`src/rtl/sram_req_queue.sv`:
```
// sram_req_queue: in-order request FIFO that drives the SRAM controller with
// one-cycle read/write strobes and returns read data on a buffered response port.
module sram_req_queue #(
   parameter int unsigned DEPTH       = 4,
   parameter int unsigned ADDR_W      = 18,
   parameter int unsigned DATA_W      = 16,
   parameter int unsigned ACK_TIMEOUT = 15
) (
   input  logic              clk,
   input  logic              reset_n,
   input  logic              req_valid,
   output logic              req_ready,
   input  logic              req_we,
   input  logic [ADDR_W-1:0] req_addr,
   input  logic [DATA_W-1:0] req_wdata,
   output logic              rsp_valid,
   output logic [DATA_W-1:0] rsp_data,
   input  logic              rsp_ready,
   output logic              sram_write,
   output logic              sram_read,
   output logic [ADDR_W-1:0] sram_address,
   output logic [DATA_W-1:0] sram_data_write,
   input  logic              sram_ready,
   input  logic [DATA_W-1:0] sram_data_read,
   output logic              busy,
   output logic              timeout_err
);
   localparam int unsigned PTR_W = $clog2(DEPTH);
   localparam int unsigned ENT_W = 1 + ADDR_W + DATA_W;
   localparam int unsigned TMR_W = $clog2(ACK_TIMEOUT + 1);

   typedef enum logic [1:0] {
      S_IDLE,
      S_ISSUE,
      S_WAIT_ACK,
      S_WAIT_DONE
   } state_t;

   state_t             r_state;
   state_t             w_state_nxt;

   logic [ENT_W-1:0]   r_mem [DEPTH];
   logic [PTR_W-1:0]   r_wr_ptr;
   logic [PTR_W-1:0]   r_rd_ptr;
   logic [PTR_W:0]     r_count;
   logic [TMR_W-1:0]   r_timer;

   logic               r_cmd_we;
   logic [ADDR_W-1:0]  r_address;
   logic [DATA_W-1:0]  r_wdata;
   logic               r_sram_write;
   logic               r_sram_read;
   logic               r_rsp_valid;
   logic [DATA_W-1:0]  r_rsp_data;
   logic               r_timeout_err;

   logic               w_full;
   logic               w_empty;
   logic               w_push;
   logic               w_pop;
   logic               w_complete;
   logic               w_timeout;
   logic               w_tmr_inc;
   logic [ENT_W-1:0]   w_head;
   logic               w_head_we;

   assign w_full    = (r_count == (PTR_W+1)'(DEPTH));
   assign w_empty   = (r_count == '0);
   assign w_push    = req_valid && !w_full;
   assign w_head    = r_mem[r_rd_ptr];
   assign w_head_we = w_head[ENT_W-1];

   always_ff @(posedge clk) begin
      if (w_push) r_mem[r_wr_ptr] <= {req_we, req_addr, req_wdata};
   end

   always_ff @(posedge clk or negedge reset_n) begin
      if (!reset_n) begin
         r_wr_ptr <= '0;
         r_rd_ptr <= '0;
         r_count  <= '0;
      end else begin
         if (w_push) r_wr_ptr <= r_wr_ptr + PTR_W'(1);
         if (w_pop)  r_rd_ptr <= r_rd_ptr + PTR_W'(1);
         if (w_push && !w_pop)      r_count <= r_count + (PTR_W+1)'(1);
         else if (w_pop && !w_push) r_count <= r_count - (PTR_W+1)'(1);
      end
   end

   always_ff @(posedge clk or negedge reset_n) begin
      if (!reset_n) r_state <= S_IDLE;
      else          r_state <= w_state_nxt;
   end

   // A read may only launch once the previous response has been taken,
   // since there is a single response buffer.
   always_comb begin
      w_state_nxt = r_state;
      w_pop       = 1'b0;
      w_complete  = 1'b0;
      w_timeout   = 1'b0;
      w_tmr_inc   = 1'b0;
      case (r_state)
         S_IDLE: begin
            if (!w_empty && sram_ready && (w_head_we || !r_rsp_valid)) begin
               w_pop       = 1'b1;
               w_state_nxt = S_ISSUE;
            end
         end
         S_ISSUE: w_state_nxt = S_WAIT_ACK;
         S_WAIT_ACK: begin
            if (!sram_ready) begin
               w_state_nxt = S_WAIT_DONE;
            end else if (r_timer == TMR_W'(ACK_TIMEOUT - 1)) begin
               w_timeout   = 1'b1;
               w_complete  = 1'b1;
               w_state_nxt = S_IDLE;
            end else begin
               w_tmr_inc   = 1'b1;
            end
         end
         S_WAIT_DONE: begin
            if (sram_ready) begin
               w_complete  = 1'b1;
               w_state_nxt = S_IDLE;
            end
         end
         default: w_state_nxt = S_IDLE;
      endcase
   end

   always_ff @(posedge clk or negedge reset_n) begin
      if (!reset_n) begin
         r_timer       <= '0;
         r_cmd_we      <= 1'b0;
         r_address     <= '0;
         r_wdata       <= '0;
         r_sram_write  <= 1'b0;
         r_sram_read   <= 1'b0;
         r_rsp_valid   <= 1'b0;
         r_rsp_data    <= '0;
         r_timeout_err <= 1'b0;
      end else begin
         r_sram_write <= w_pop && w_head_we;
         r_sram_read  <= w_pop && !w_head_we;
         if (w_pop) begin
            r_cmd_we  <= w_head_we;
            r_address <= w_head[ADDR_W+DATA_W-1:DATA_W];
            r_wdata   <= w_head[DATA_W-1:0];
         end
         if (r_state == S_ISSUE) r_timer <= '0;
         else if (w_tmr_inc)     r_timer <= r_timer + TMR_W'(1);
         if (w_complete && !r_cmd_we) begin
            r_rsp_valid <= 1'b1;
            r_rsp_data  <= sram_data_read;
         end else if (r_rsp_valid && rsp_ready) begin
            r_rsp_valid <= 1'b0;
         end
         if (w_timeout) r_timeout_err <= 1'b1;
      end
   end

   assign req_ready       = !w_full;
   assign rsp_valid       = r_rsp_valid;
   assign rsp_data        = r_rsp_data;
   assign sram_write      = r_sram_write;
   assign sram_read       = r_sram_read;
   assign sram_address    = r_address;
   assign sram_data_write = r_wdata;
   assign busy            = (r_state != S_IDLE) || !w_empty || r_rsp_valid;
   assign timeout_err     = r_timeout_err;

endmodule

```
`config.mk`:
```
export PLATFORM = sky130hd
export DESIGN_NAME = sram_req_queue
export DESIGN_NICKNAME = d
export VERILOG_FILES = /design/src/rtl/sram_req_queue.sv
export SDC_FILE = /design/constraint.sdc
export NUM_CORES = 1
export LEC_CHECK = 0
export BUFFER_PORTS_ARGS = -buffer_cell sky130_fd_sc_hd__clkbuf_2
export CORE_MARGIN = 2
export CORE_UTILIZATION = 50
export CTS_CLUSTER_DIAMETER = 60
export DETAILED_ROUTE_END_ITERATION = 8
export GPL_ROUTABILITY_DRIVEN = 0
export PLACE_DENSITY = 0.85
export SLEW_MARGIN = 25
export SYNTH_ARGS = -nofsm -noshare
export SYNTH_HDL_FRONTEND = slang
export SYNTH_SLANG_ARGS = --single-unit
```
`constraint.sdc`:
```
create_clock -name clk -period 2.25 [get_ports clk]
set_input_delay 0.675 -clock clk [delete_from_list [all_inputs] [get_ports clk]]
set_output_delay 0.675 -clock clk [all_outputs]
set_load 0.05 [all_outputs]
```
==> flow_metrics.env, run 1 <==
export IMPL_outcome="finished with violations"
export IMPL_violations="setup timing"
export IMPL_h_tree_depth=1
export IMPL_antenna_left=0
export IMPL_cts_tree="yes"
export IMPL_grtUsageTotal_pct=17.93
export IMPL_vias=3967
export IMPL_synth_yosys_seq_area_share_pct=74.97
export IMPL_synthToLayoutAreaGrowth_pct=21.22
export IMPL_drc=0
export IMPL_slowest_stage="or3_4"
export IMPL_max_cap_violations=0
export IMPL_synth_area_per_cell_um2=20.79
export IMPL_crit_chain="or3_4 > nand3b_1 > buf_8"
export IMPL_fp_dieW_um=129.5
export IMPL_finalNetCount=583
export IMPL_grt_first_pass_wirelength_um=22710
export IMPL_finalCritPeriodShare_pct=102.2
export IMPL_cpLargestDelayFamily="simple AND/OR/NAND/NOR gates"
export IMPL_hold_path_class="in -> async"
export IMPL_drt_iter0_markers=158
export IMPL_die_h_um=129.5
export IMPL_cp_required_ns=1.57
export IMPL_synth_seq_cells=208
export IMPL_port_buffer_count=111
export IMPL_ys_warn_count=0
export IMPL_dr_pass1_iters=4
export IMPL_ctsRootBufferMaster="clkbuf_16"
export IMPL_ir_worst_vdd_mv=1.145
export IMPL_synth_nets=443
export IMPL_core_area_mm2=0.01531
export IMPL_period_minus_slack_ns=2.299
export IMPL_diodes=0
export IMPL_clock_path_buffers=3
export IMPL_hold_viol=0
export IMPL_design_die_area_mm2=0.01678
export IMPL_ioPinCount=112
export IMPL_first_global_vias=4217
export IMPL_hpwl_um=9010
export IMPL_path_class="reg -> out"
export IMPL_path_max_fanout=2
export IMPL_tightest_slew_ns=0.5642
export IMPL_post_place_ws_ns=0.001149
export IMPL_setup_viol=1
export IMPL_utilization_pct=62.35
export IMPL_p_per_area_mw_per_mm2=1499
export IMPL_synth_cell_types=40
export IMPL_crit_path_start_kind="register"
export IMPL_finalClockSkew_ns=0.008190
export IMPL_cp_arrival_ns=1.62
export IMPL_fmax_mhz=435.1
export IMPL_postLayoutSetupSlackWorst_ns=-0.04851
export IMPL_grt_max_degree=38
export IMPL_clk_latency_ns=0.49
export IMPL_overflow=0
export IMPL_post_drt_wl_per_cell_um=19.68
export IMPL_endpoint_kind="output port"
export IMPL_numCtsBuffers=21
export IMPL_avgViaCountPerCell=5.332
export IMPL_drive_gt1_share_pct=49.72
export IMPL_syn_inst=379
export IMPL_netlist_area_mm2=0.007878
export IMPL_slew_headroom_pct=62.38
export IMPL_rsz0062_at_grt="true"
export IMPL_max_stage_delay_ns=0.39
export IMPL_antenna_found_initial=0
export IMPL_row_count=45
export IMPL_maxSlewViolCount=0
export IMPL_cts_num_sinks=208
export IMPL_leakagePower_nw=3.688
export IMPL_start_util_pct=51.44
export IMPL_routed_wirelength_um=14640
export IMPL_total_power_mw=14.32
export IMPL_cp_buffers_inverters=1
export IMPL_clk_pin_slew_ns=0.06
==> final timing paths <==
check                               to  slack, ns  cells after the start   startpoint
max                               busy      -0.05                      3   r_count[0]
min                          sram_read       0.09                      1      reset_n
max reg2reg                 r_count[1]       0.08                      8   r_state[1]
min reg2reg                timeout_err       0.48                      2  timeout_err
max in group asynchronous  r_rd_ptr[0]       1.56                      2      reset_n
min in group clk             rsp_valid       0.36                      2    rsp_ready
==> cell type report <==
| type | instances | area [um2] |
|---|---|---|
| Sequential cell | 208 | 5909 |
| Fill cell | 1106 | 5766 |
| Multi-Input combinational cell | 149 | 1891 |
| Timing Repair Buffer | 129 | 780.7 |
| Clock buffer | 23 | 543.0 |
| Tap cell | 211 | 264.0 |
| Clock inverter | 14 | 123.9 |
| Inverter | 10 | 37.54 |
==> layer usage <==
metal	global-route usage (%)	vias up	wire, um
li1	-	1773	-
met4	4.301	0	195
met3	3.633	16	782
met5	0	-	0
met2	31.61	117	7593
met1	23.18	2061	6069
==> cells by family after synthesis <==
family / Yosys count / share of synthesized area [%]
XOR/XNOR: 7 / 0.7783
AND/OR/NAND/NOR: 30 / 2.256
AO/OA/AOI/OAI: 13 / 1.350
multiplexers: 91 / 17.79
adder cells (fa/ha/maj): 8 / 1.366
buffers and inverters: 22 / 1.493
flip-flops: 208 / 74.97
==> power by group <==
group          internal (mW)  switching, mW
registers               5.25          0.527
clock network           1.97           1.37
logic                   1.92           3.28
==> metrics by stage <==
step	TNS, ns	hold WS [ns]	instances	cell area (um2)
floorplan	-0.1637	0.3794	379	7903
global placement	0	0.4636	702	8825
detailed placement	0	0.4703	702	8825
CTS	-0.07290	0.07567	741	9520
global route	-0.1240	0.08641	744	9549
finish	-0.04851	0.08547	744	9549
==> cell usage after synthesis, drive strengths merged <==
cell / instances / area share [%]
edfxtp: 140 / 53
dfrtp: 68 / 22
mux2: 52 / 7.4
mux4: 34 / 9.7
inv: 10 / 0.48
buf: 9 / 0.87
ha: 7 / 1.1
nor2: 7 / 0.43
and3: 5 / 0.40
mux2i: 5 / 0.64
nand2: 4 / 0.19
xnor2: 4 / 0.44
a22o: 3 / 0.33
clkbuf: 3 / 0.14
nand3: 3 / 0.25
nand3b: 3 / 0.29
xor2: 3 / 0.33
a21oi: 2 / 0.13
nor3: 2 / 0.19
a211oi: 1 / 0.25
a21o: 1 / 0.095
a31oi: 1 / 0.079
and2: 1 / 0.079
fa: 1 / 0.25
nand4: 1 / 0.079
nand4b: 1 / 0.11
nor2b: 1 / 0.079
o21a: 1 / 0.095
o21ai: 1 / 0.063
o21bai: 1 / 0.095
o22a: 1 / 0.11
o31ai: 1 / 0.095
or2: 1 / 0.079
or3: 1 / 0.079
==> registers in the layout, indices dropped and copies added (netlist names), 2 cells and up <==
register	cells
rsp_data	16
r_rd_ptr	2
r_count	3
r_state	2
sram_address	18
r_timer	4
r_wr_ptr	2
r_mem	140
sram_data_write	16
==> what timing repair did <==
action | CTS | global route
endpoints found under the setup margin | 1 | 32
buffers inserted | 2 | 3
pin swaps | 1 | 3
hold buffers | 0 | 0
gates resized for setup | 3 | 5
==> layout by cell type, fill, tap and decap left out, types with 5 or more instances in the layout <==
master	instances
dfrtp_1	65
edfxtp_1	140
ha_1	6
buf_12	6
inv_1	8
mux2_2	50
mux2i_1	5
clkbuf_2	108
clkbuf_16	21
nor2_1	6
clkinv_2	8
buf_4	14
mux4_2	34
Note: power is estimated with default switching activity, not from simulation.
==> run 2: changes to the inputs <==
--- a/config.mk
+++ b/config.mk
@@ -11,7 +11,7 @@
 export CTS_CLUSTER_DIAMETER = 60
 export DETAILED_ROUTE_END_ITERATION = 8
 export GPL_ROUTABILITY_DRIVEN = 0
-export PLACE_DENSITY = 0.85
+export PLACE_DENSITY_LB_ADDON = 0.05
 export SLEW_MARGIN = 25
 export SYNTH_ARGS = -nofsm -noshare
 export SYNTH_HDL_FRONTEND = slang
==> flow_metrics.env, run 2 (synthesized netlist as in run 1, its figures left out) <==
export IMPL_outcome="finished with violations"
export IMPL_violations="setup timing"
export IMPL_endpoint_kind="output port"
export IMPL_path_class="reg -> out"
export IMPL_setup_viol=1
export IMPL_grt_first_pass_wirelength_um=21910
export IMPL_fin_cells=753
export IMPL_finalClockSkew_ns=0.02334
export IMPL_utilization_pct=62.42
export IMPL_ioPinCount=112
export IMPL_finalNetCount=590
export IMPL_design_die_area_mm2=0.01678
export IMPL_placed_cell_area_mm2=0.008827
export IMPL_finalCritPeriodShare_pct=101.5
export IMPL_clk_pin_slew_ns=0.06
export IMPL_fillCellCount=1164
export IMPL_start_util_pct=51.44
export IMPL_cts_tree="yes"
export IMPL_cp_arrival_ns=1.61
export IMPL_hpwl_um=8670
export IMPL_vias=3923
export IMPL_path_max_fanout=2
export IMPL_antenna_found_initial=0
export IMPL_hold_path_class="in -> async"
export IMPL_layout_common_cells="140 x edfxtp_1, 108 x clkbuf_2, 65 x dfrtp_1"
export IMPL_ctsRootBufferMaster="clkbuf_16"
export IMPL_max_cap_violations=0
export IMPL_postLayoutSetupSlackWorst_ns=-0.03295
export IMPL_avgViaCountPerCell=5.210
export IMPL_h_tree_depth=1
export IMPL_antenna_left=0
export IMPL_hold_viol=0
export IMPL_rsz0062_at_grt="true"
export IMPL_port_buffer_count=111
export IMPL_final_cell_area_mm2=0.009559
export IMPL_grt_max_degree=37
export IMPL_final_common_cell="edfxtp_1"
export IMPL_fmax_mhz=438.0
export IMPL_maxSlewViolCount=0
export IMPL_post_place_ws_ns=0.02600
export IMPL_clk_latency_ns=0.50
export IMPL_cts_num_sinks=208
export IMPL_ir_worst_vdd_mv=0.6987
export IMPL_total_power_mw=14.23
export IMPL_slew_headroom_pct=63.11
export IMPL_diodes=0
export IMPL_overflow=0
export IMPL_dr_pass1_iters=4
export IMPL_numCtsBuffers=22
export IMPL_core_area_mm2=0.01531
export IMPL_grtUsageTotal_pct=17.20
export IMPL_synthToLayoutAreaGrowth_pct=21.35
export IMPL_cp_required_ns=1.57
export IMPL_routed_wirelength_um=13920
export IMPL_first_global_vias=4123
export IMPL_drc=0
export IMPL_row_count=45
export IMPL_post_drt_wl_per_cell_um=18.48
export IMPL_finalSetupTns_ns=-0.03295
export IMPL_hold_buffers=0
export IMPL_clock_path_buffers=3
export IMPL_leakagePower_nw=3.706
export IMPL_dp_cells=709
export IMPL_hold_ws_ns=0.1009
export IMPL_drt_iter0_markers=201
export IMPL_p_per_area_mw_per_mm2=1488
export IMPL_fp_dieW_um=129.5
export IMPL_crit_path_start_kind="register"
export IMPL_die_h_um=129.5
export IMPL_largest_reg_flops=140
export IMPL_period_minus_slack_ns=2.283
export IMPL_max_flop_register="r_mem"
export IMPL_tightest_slew_ns=0.5534
export IMPL_drive_gt1_share_pct=49.63
## run 2: final timing paths
| path | startpoint | slack [ns] | depth (start not counted) | endpoint |
|---|---|---|---|---|
| worst max-delay path | r_count[1] | -0.03 | 3 | busy |
| worst min register to register | timeout_err | 0.48 | 2 | timeout_err |
| max in group asynchronous | reset_n | 1.58 | 2 | rsp_data[12] |
| worst min-delay path | reset_n | 0.10 | 1 | sram_data_write[15] |
| worst max register to register | r_count[1] | 0.11 | 11 | r_count[2] |
| min in group clk | rsp_ready | 0.39 | 2 | rsp_valid |
## run 2: per-layer routing
layer  up-vias  share of wire [%]  global-route usage (%)
li1       1789                  -                       -
met1      2012                 43                   22.19
met2       102                 50                   29.88
met3        20                5.4                   4.088
met4         0                1.9                   4.175
met5         -                  0                       0
## run 2: what timing repair did
item / 4_1_cts / 5_1_grt
setup endpoints to repair: 1 / 38
pin swaps: 1 / 2
setup buffers: 2 / 2
resized for setup: 3 / 2
endpoints found under the hold margin: 0 / 0
## run 2: cell type report
class                      instances  area, um2  area share (%)
tap                              211      264.0           2.762
inverter                          10      37.54          0.3927
timing repair buffer             135      772.0           8.076
multi-input combinational        149       1891           19.78
sequential                       208       5909           61.82
clock buffer                      34      645.6           6.754
clock inverter                     6      40.04          0.4188
## run 2: critical path, stage by stage (launching register included)
cell	delay (ns)
dfrtp_1	0.37
or3_4	0.39
nand3b_1	0.18
clkbuf_8	0.19
## run 2: where the power goes
group	total, mW	switching [mW]	internal, mW	leakage (nW)
clock	3.35	1.37	1.98	0.339
combinational	5.14	3.25	1.90	1.27
sequential	5.74	0.483	5.25	2.09
total	14.2	5.10	9.13	3.71
